File: src/rtl/exc_ctrl.sv
// Exception control stage: captures ROB-head exceptions, flushes, and redirects fetch to the IVT handler or back from eret.
// Optional per-cause saturating exception counters are enabled with `define EXC_STATS_EN.
module exc_ctrl #(
    parameter int unsigned PC_W         = 32,
    parameter int unsigned FLUSH_CYCLES = 2,
    parameter int unsigned RET_OFFSET   = 4
) (
    input  logic            clk,
    input  logic            rst_n,
    input  logic            commit_valid,
    input  logic            commit_exc,
    input  logic [1:0]      commit_cause,
    input  logic [PC_W-1:0] commit_pc,
    input  logic            eret,
    input  logic [15:0]     handler_address,
    output logic [1:0]      rob_cause,
    output logic            flush,
    output logic            redirect_valid,
    output logic [PC_W-1:0] redirect_pc,
    output logic [PC_W-1:0] epc,
    output logic            in_handler,
    output logic            double_fault
`ifdef EXC_STATS_EN
    ,
    output logic [31:0]     exc_count
`endif
);

    localparam int unsigned CNT_W = (FLUSH_CYCLES > 1) ? $clog2(FLUSH_CYCLES) : 1;
    localparam logic [CNT_W-1:0] CNT_LAST = CNT_W'(FLUSH_CYCLES - 1);

    typedef enum logic [1:0] {
        S_IDLE,
        S_FLUSH,
        S_REDIRECT,
        S_HANDLER
    } state_e;

    state_e            state_q, state_d;
    logic [CNT_W-1:0]  cnt_q, cnt_d;
    logic              ret_q, ret_d;
    logic [PC_W-1:0]   epc_q, epc_d;
    logic [1:0]        cause_q, cause_d;
    logic              df_q, df_d;
    logic              flush_q, flush_d;
    logic              rv_q, rv_d;
    logic [PC_W-1:0]   rpc_q, rpc_d;
    logic              inh_q, inh_d;

    // Next-state and registered-output computation
    always_comb begin
        state_d = state_q;
        cnt_d   = cnt_q;
        ret_d   = ret_q;
        epc_d   = epc_q;
        cause_d = cause_q;
        df_d    = df_q;

        case (state_q)
            S_IDLE: begin
                if (commit_valid && commit_exc) begin
                    state_d = S_FLUSH;
                    cnt_d   = '0;
                    ret_d   = 1'b0;
                    epc_d   = commit_pc;
                    cause_d = commit_cause;
                end
            end
            S_FLUSH: begin
                if (cnt_q == CNT_LAST) begin
                    state_d = S_REDIRECT;
                    cnt_d   = '0;
                end else begin
                    cnt_d = cnt_q + CNT_W'(1);
                end
            end
            S_REDIRECT: begin
                state_d = ret_q ? S_IDLE : S_HANDLER;
            end
            S_HANDLER: begin
                if (commit_valid) begin
                    if (commit_exc) df_d = 1'b1;
                    if (eret) begin
                        state_d = S_FLUSH;
                        cnt_d   = '0;
                        ret_d   = 1'b1;
                    end
                end
            end
            default: state_d = S_IDLE;
        endcase

        flush_d = (state_d == S_FLUSH);
        rv_d    = (state_d == S_REDIRECT);
        rpc_d   = '0;
        if (state_d == S_REDIRECT) begin
            rpc_d = ret_q ? (epc_q + PC_W'(RET_OFFSET)) : PC_W'(handler_address);
        end

        // in_handler only changes once a redirect has actually completed
        inh_d = inh_q;
        if (state_d == S_HANDLER) inh_d = 1'b1;
        else if (state_d == S_IDLE) inh_d = 1'b0;
    end

    always_ff @(posedge clk or negedge rst_n) begin
        if (!rst_n) begin
            state_q <= S_IDLE;
            cnt_q   <= '0;
            ret_q   <= 1'b0;
            epc_q   <= '0;
            cause_q <= '0;
            df_q    <= 1'b0;
            flush_q <= 1'b0;
            rv_q    <= 1'b0;
            rpc_q   <= '0;
            inh_q   <= 1'b0;
        end else begin
            state_q <= state_d;
            cnt_q   <= cnt_d;
            ret_q   <= ret_d;
            epc_q   <= epc_d;
            cause_q <= cause_d;
            df_q    <= df_d;
            flush_q <= flush_d;
            rv_q    <= rv_d;
            rpc_q   <= rpc_d;
            inh_q   <= inh_d;
        end
    end

`ifdef EXC_STATS_EN
    logic [3:0][7:0] stat_q, stat_d;

    // Per-cause saturating count of accepted exceptions
    always_comb begin
        stat_d = stat_q;
        if (state_q == S_IDLE && commit_valid && commit_exc &&
            stat_q[commit_cause] != 8'hFF) begin
            stat_d[commit_cause] = stat_q[commit_cause] + 8'd1;
        end
    end

    always_ff @(posedge clk or negedge rst_n) begin
        if (!rst_n) stat_q <= '0;
        else        stat_q <= stat_d;
    end

    assign exc_count = stat_q;
`endif

    assign rob_cause      = cause_q;
    assign flush          = flush_q;
    assign redirect_valid = rv_q;
    assign redirect_pc    = rpc_q;
    assign epc            = epc_q;
    assign in_handler     = inh_q;
    assign double_fault   = df_q;

endmodule
File: config.mk
export PLATFORM = sky130hd
export DESIGN_NAME = exc_ctrl
export DESIGN_NICKNAME = d
export VERILOG_FILES = /design/src/rtl/exc_ctrl.sv
export SDC_FILE = /design/constraint.sdc
export NUM_CORES = 1
export LEC_CHECK = 0
export CORE_AREA = 5 5 93 95
export DETAILED_ROUTE_END_ITERATION = 7
export DIE_AREA = 0 0 98 100
export GPL_TIMING_DRIVEN = 0
export HOLD_SLACK_MARGIN = 0.1
export PLACE_DENSITY = 0.83
export SETUP_SLACK_MARGIN = 0.15
export SLEW_MARGIN = 20
export SYNTH_ARGS = -nofsm -noshare
export SYNTH_HDL_FRONTEND = slang
export SYNTH_SLANG_ARGS = --single-unit
File: constraint.sdc
create_clock -name clk -period 2.8 [get_ports clk]
set_clock_uncertainty 0.1 [all_clocks]
set_input_delay 0.42 -clock clk [delete_from_list [all_inputs] [get_ports clk]]
set_output_delay 0.42 -clock clk [all_outputs]
set_load 0.005 [all_outputs]
### Yosys cells after proc, flatten, opt, wreduce, memory -nomap -nowiden

Cells that the tools add are included.

* bits in registers: 74
* bits in latches: 0
* memory bits (writable): 0
* memory bits (read-only): 0
* input port bits: 55
* logic and storage cells: 49
* memories: 0

* add/sub/neg operators: 2
* multipliers: 0
* div/mod/pow operators: 0
* order comparisons: 0
* equality and inequality tests: 9
* shift operators: 0
* multiplexer cells: 18
* bitwise logic cells: 0
* reductions and logical operators: 10

Operators with widths (number)
* 2-to-1 mux 32 bit: 2
* adder 32 x 3 -> 32 bit (second input constant): 1
* 2-to-1 mux 2 bit: 5
* == test 2 bit (second input constant): 4
* 2-to-1 mux 1 bit: 8
* one-hot mux 2 bit (4 select lines): 1
* AND reduction 4 bit: 2
* != test 2 bit (second input constant): 3
* == test 2 x 1 -> 1 bit (second input constant): 2
* zero test 2 bit: 2
* nonzero test 2 bit: 2
* one-hot mux 1 bit (3 select lines): 1
* AND reduction 3 bit: 1
* nonzero test 3 bit: 1
* one-hot mux 1 bit (2 select lines): 1
* AND reduction 2 bit: 1
* adder 1 bit (second input constant): 1
* logical AND 1 bit: 1

### Logic depth before layout (Yosys ltp)

* word-level depth: 6
* mapped depth: 9
* depth with buffers taken out: 9

### Worst setup path before layout

Ideal clock, no wire load.

* path kind: reg2reg
* start point: reg epc_q[2] (netlist: epc[2])
* end point: reg rpc_q[28] (netlist: redirect_pc[28])
* setup time: 0.078 ns
* arrival: 1.978 ns
* data required time: 2.622 ns
* slack: 0.644 ns
* cell stages (with the launch flop): 7
* cell sequence: dfrtp_1 ha_1 nand4_2 or3_4 buf_6 or4_1 a21oi_1

* word-level cells in the longest chain between the ends: 3

Ends and longest elaborated chain
* start, declared: line 42 `logic [PC_W-1:0] epc_q, epc_d;`
* start signal, assigned: line 122 `epc_q <= epc_d;`
* adder 32 x 3 -> 32 bit: line 97 `rpc_d = ret_q ? (epc_q + PC_W'(RET_OFFSET)) : PC_W'(handler_address);`
* 2-to-1 mux 32 bit: line 97
* 2-to-1 mux 32 bit: line 96 `if (state_d == S_REDIRECT) begin`
* via rpc_d[28]: line 47 `logic [PC_W-1:0] rpc_q, rpc_d;`
* end signal, assigned: line 127 `rpc_q <= rpc_d;`
* end, declared: line 47

The timed path passes the listed nets, and every way through them passes these cells.
A chain may end at the register's enable or synchronous reset.

### Worst setup path in the final report

* start point: in commit_valid
* end point: reg rpc_q[29] (netlist: redirect_pc[29])

* word-level cells in the longest chain between the ends: 5
* elaborated cells on any way between the ends: 6

Ends and longest elaborated chain
* start, declared: line 10 `input logic commit_valid,`
* logical AND 1 bit: line 61 `if (commit_valid && commit_exc) begin`
* 2-to-1 mux 2 bit: line 61
* one-hot mux 2 bit (4 select lines) (*): line 59 `case (state_q)`
* via state_d[0]: line 39 `state_e state_q, state_d;`
* == test 2 bit (*)
* via rv_d: line 46 `logic rv_q, rv_d;`
* 2-to-1 mux 32 bit (*): line 96
* via rpc_d[29]: line 47

The timed path passes the listed nets; every way through them passes the cells marked *.

==> summary.txt <==
status: finished, final reports clean
Critical Path AT: 2.53 ns
Worst Tran Pin Value: 0.5400 ns
Initial Utilization: 43.44%
CP Class: in -> reg
slowest cell delay on critical path: 0.52 ns
Num CTS Buffers: 9
first-pass GRT wire length: 14790 microns
Crit Path Max Fanout: 10
fin nets: 487
ant diodes: 0
maximum clock rate: 0.4123 GHz
simple-gate area share of the yosys netlist: 14.16%
Via Count: 2890
number of H-tree levels: 3
Core Footprint: 7647 sq um
CP max stage cell: clkdlybuf4s50_1
WP depth: 8
CTS tree: built
max-cap violations: 0
CP top delay family: buffers and inverters
P_leak: 1.993 nW
EDFF count, synth: 0
post-synthesis xor/xnor area fraction: 3.164%
post-synthesis cell area: 3322 sq um
vias in the first global route: 3001
Critical Path RT: 2.90 ns
Hold Fails Final Rpt: 0
hold path depth: 1
antenna violations before repair: 0
Yosys cell types: 39
grt total ovfl: 0
layout cell share with drive strength beyond 1: 13.63%
post-layout util: 64.32%
asr flop ratio synth: 100.0%
Sw Pwr: 1.645 mW
cells along the critical path: clkdlybuf4s50_1 -> nand3b_1 -> o22ai_1 -> inv_1 -> ha_1 -> nand2_1 -> clkbuf_1 -> a21oi_1
Power Internal: 3.150 mW
startpoint types: input port
Final ANT Viol Nets: 0
post-synthesis cell count: 291
Seq pwr share: 40.6%
Area Overhead vs Synth: 48.06%
clock tree sinks: 74
Layout Cells excl Fill: 535
design area: 4918 sq um
adder-cell area share of the yosys netlist: 1.507%
Synth Area in Compound Gates: 10.55%
Combinational Power Share: 42.1%
Die Width: 98 microns
largest net degree at the start of global routing: 43
Placer Congestion: 0.8187
die area: 9800 sq um
Die H: 100 microns
Clock Power Share: 17.3%
DRC: 0
drt first-iter violations: 90
placed cell count: 518
# port buffers: 124
All-Layer GR Usage: 18.82%
RSZ-0062 raised after global routing: false
Slew Limit Fails: 0
# IOs: 125
Mapped Avg Cell Area: 11.42 sq um
Final setup viols: 0
Mapped Nets: 350
Root Buffer: clkbuf_8
multiplexer area fraction after synthesis: 12.09%
clock tree buffer depth: 2
HP Class: reg -> reg
max_slew headroom: 64.00%
WL final: 9238 microns
R2R cell count: 7
standard-cell rows: 32
Ys Warns: 0
sequential cell area fraction in the yosys report: 55.74%
DP Area: 4708 sq um
detailed placer's ending HPWL: 7006 microns
drt first pass iters: 4
CP bufs+invs: 3
Post-synth top flop: dfrtp_1
pwr dens: 974.8 nW/um^2
Worst-path clk slew: 0.08 ns
DR vias/cell: 5.402
maximum VDD drop: 0.0006150 V
largest family of logic cells by synthesized area: simple AND/OR/NAND/NOR gates
CP endpoint kind: register
final period demand of the worst path: 2.426 ns
Sw Ratio: 34.30%
drt wl/cell: 17.27 microns
Skew-Pair Late Insertion Delay: 0.34 ns
FF+latch count, synth: 74
period utilization: 86.63%
Design Power: 4.795 mW
==> registers in the layout (all words and copies together), names as in the netlist <==
name / cells
cnt_q: 1
state_q: 2
double_fault: 1
redirect_valid: 1
flush: 1
ret_q: 1
redirect_pc: 32
in_handler: 1
epc: 32
rob_cause: 2
==> synth_stat cells (2+ instances only) <==
master / count / area share (%)
o31ai_1: 8 / 1.8
a211oi_1: 3 / 0.68
or3_1: 4 / 0.75
nor4_1: 4 / 0.75
and2_1: 4 / 0.75
mux2_2: 33 / 11
nor3_1: 3 / 0.45
buf_6: 2 / 0.68
ha_1: 4 / 1.5
a31oi_1: 3 / 0.57
or4_1: 8 / 1.8
a41o_1: 2 / 0.60
and4_1: 3 / 0.79
nand3_1: 9 / 1.4
buf_2: 2 / 0.30
nand2_1: 19 / 2.1
o21ai_0: 17 / 2.6
nor2_1: 17 / 1.9
clkbuf_1: 7 / 0.79
and3_1: 2 / 0.38
a21oi_1: 24 / 3.6
or3_2: 2 / 0.45
xor2_1: 2 / 0.53
nand4_1: 3 / 0.57
xnor2_1: 10 / 2.6
mux2i_1: 3 / 0.90
dfrtp_1: 74 / 56
inv_1: 8 / 0.90
==> layout by cell type, fill, tap and decap left out, types with 4 or more instances in the layout <==
cell	count
a21oi_1	24
and2_1	4
clkbuf_1	10
clkbuf_8	11
clkdlybuf4s50_1	123
dfrtp_1	74
ha_1	4
inv_1	8
mux2_2	33
nand2_1	19
nand3_1	9
nor2_1	16
nor4_1	4
o21ai_0	17
o31ai_1	8
or3_1	4
or4_1	8
xnor2_1	10
==> area by class of cell <==
type	count	area [sq um]
clock inverter	2	35.03
sequential	74	1852
fill	602	2729
clock buffer	14	162.7
timing repair buffer	126	1269
multi-input combinational	197	1380
inverter	8	30.03
tap	102	127.6
buffer	12	62.56
==> through the flow <==
step / setup TNS (ns) / hold WS [ns] / setup WS [ns]
3_3_place_gp: -90.54 / 0.3580 / -1.226
5_1_grt: 0 / 0.4088 / 0.1736
3_5_place_dp: -0.3524 / 0.2750 / -0.06801
4_1_cts: 0 / 0.3915 / 0.2867
6_report: 0 / 0.3826 / 0.3743
2_1_floorplan: 0 / 0.02441 / 0.6438
==> final timing paths <==
path	from	end	slack, ns
setup / recovery	commit_valid	redirect_pc[29]	0.37
hold / removal	double_fault	double_fault	0.38
setup reg to reg	state_q[0]	redirect_pc[7]	0.40
hold reg to reg	double_fault	double_fault	0.38
max in group asynchronous	rst_n	redirect_pc[7]	1.59
min in group asynchronous	rst_n	epc[0]	0.45
==> repair_timing <==
| item | CTS | global route |
|---|---|---|
| hold endpoints to repair | 32 | 0 |
| hold buffers | 1 | 0 |
| setup endpoints to repair | 0 | 4 |
| setup buffers | 0 | 0 |
| gates resized for setup | 0 | 1 |
==> power groups by stage <==
stage | Combinational, mW | Clock, mW | Sequential, mW
2_1_floorplan | 0.860 | 0 | 1.89
3_3_place_gp | 1.97 | 0 | 1.92
3_5_place_dp | 2.03 | 0 | 1.95
4_1_cts | 2.04 | 0.846 | 1.93
6_report | 2.02 | 0.830 | 1.95
5_1_grt | 2.20 | 0.890 | 2.01
==> kinds of logic (layout without fill, tap and decap cells) <==
group,after synthesis,after routing
adders and majority gates,4,4
AOI/OAI and AO/OA,60,60
DFF,74,74
xor gates and xnor gates,12,12
buffers and inverters,20,162
muxes,36,36
and+or+nand+nor,85,85
==> worst reg2reg max path, cell delays in order, from the launching register on <==
cell and delay [ns]:
dfrtp_1 0.33, clkbuf_1 0.29, a21oi_1 0.10, a31oi_1 0.32, ha_1 0.30, clkbuf_1 0.34
inv_1 0.26, a311oi_1 0.26
==> layer usage <==
metal,up-vias,routed length [microns],global-route usage [%]
met1,1409,3504,21.33
met3,29,516,3.336
met2,126,4873,33.93
met4,0,344,9.798
met5,-,0,0
li1,1326,-,-
(Power assumes the default switching activity.)
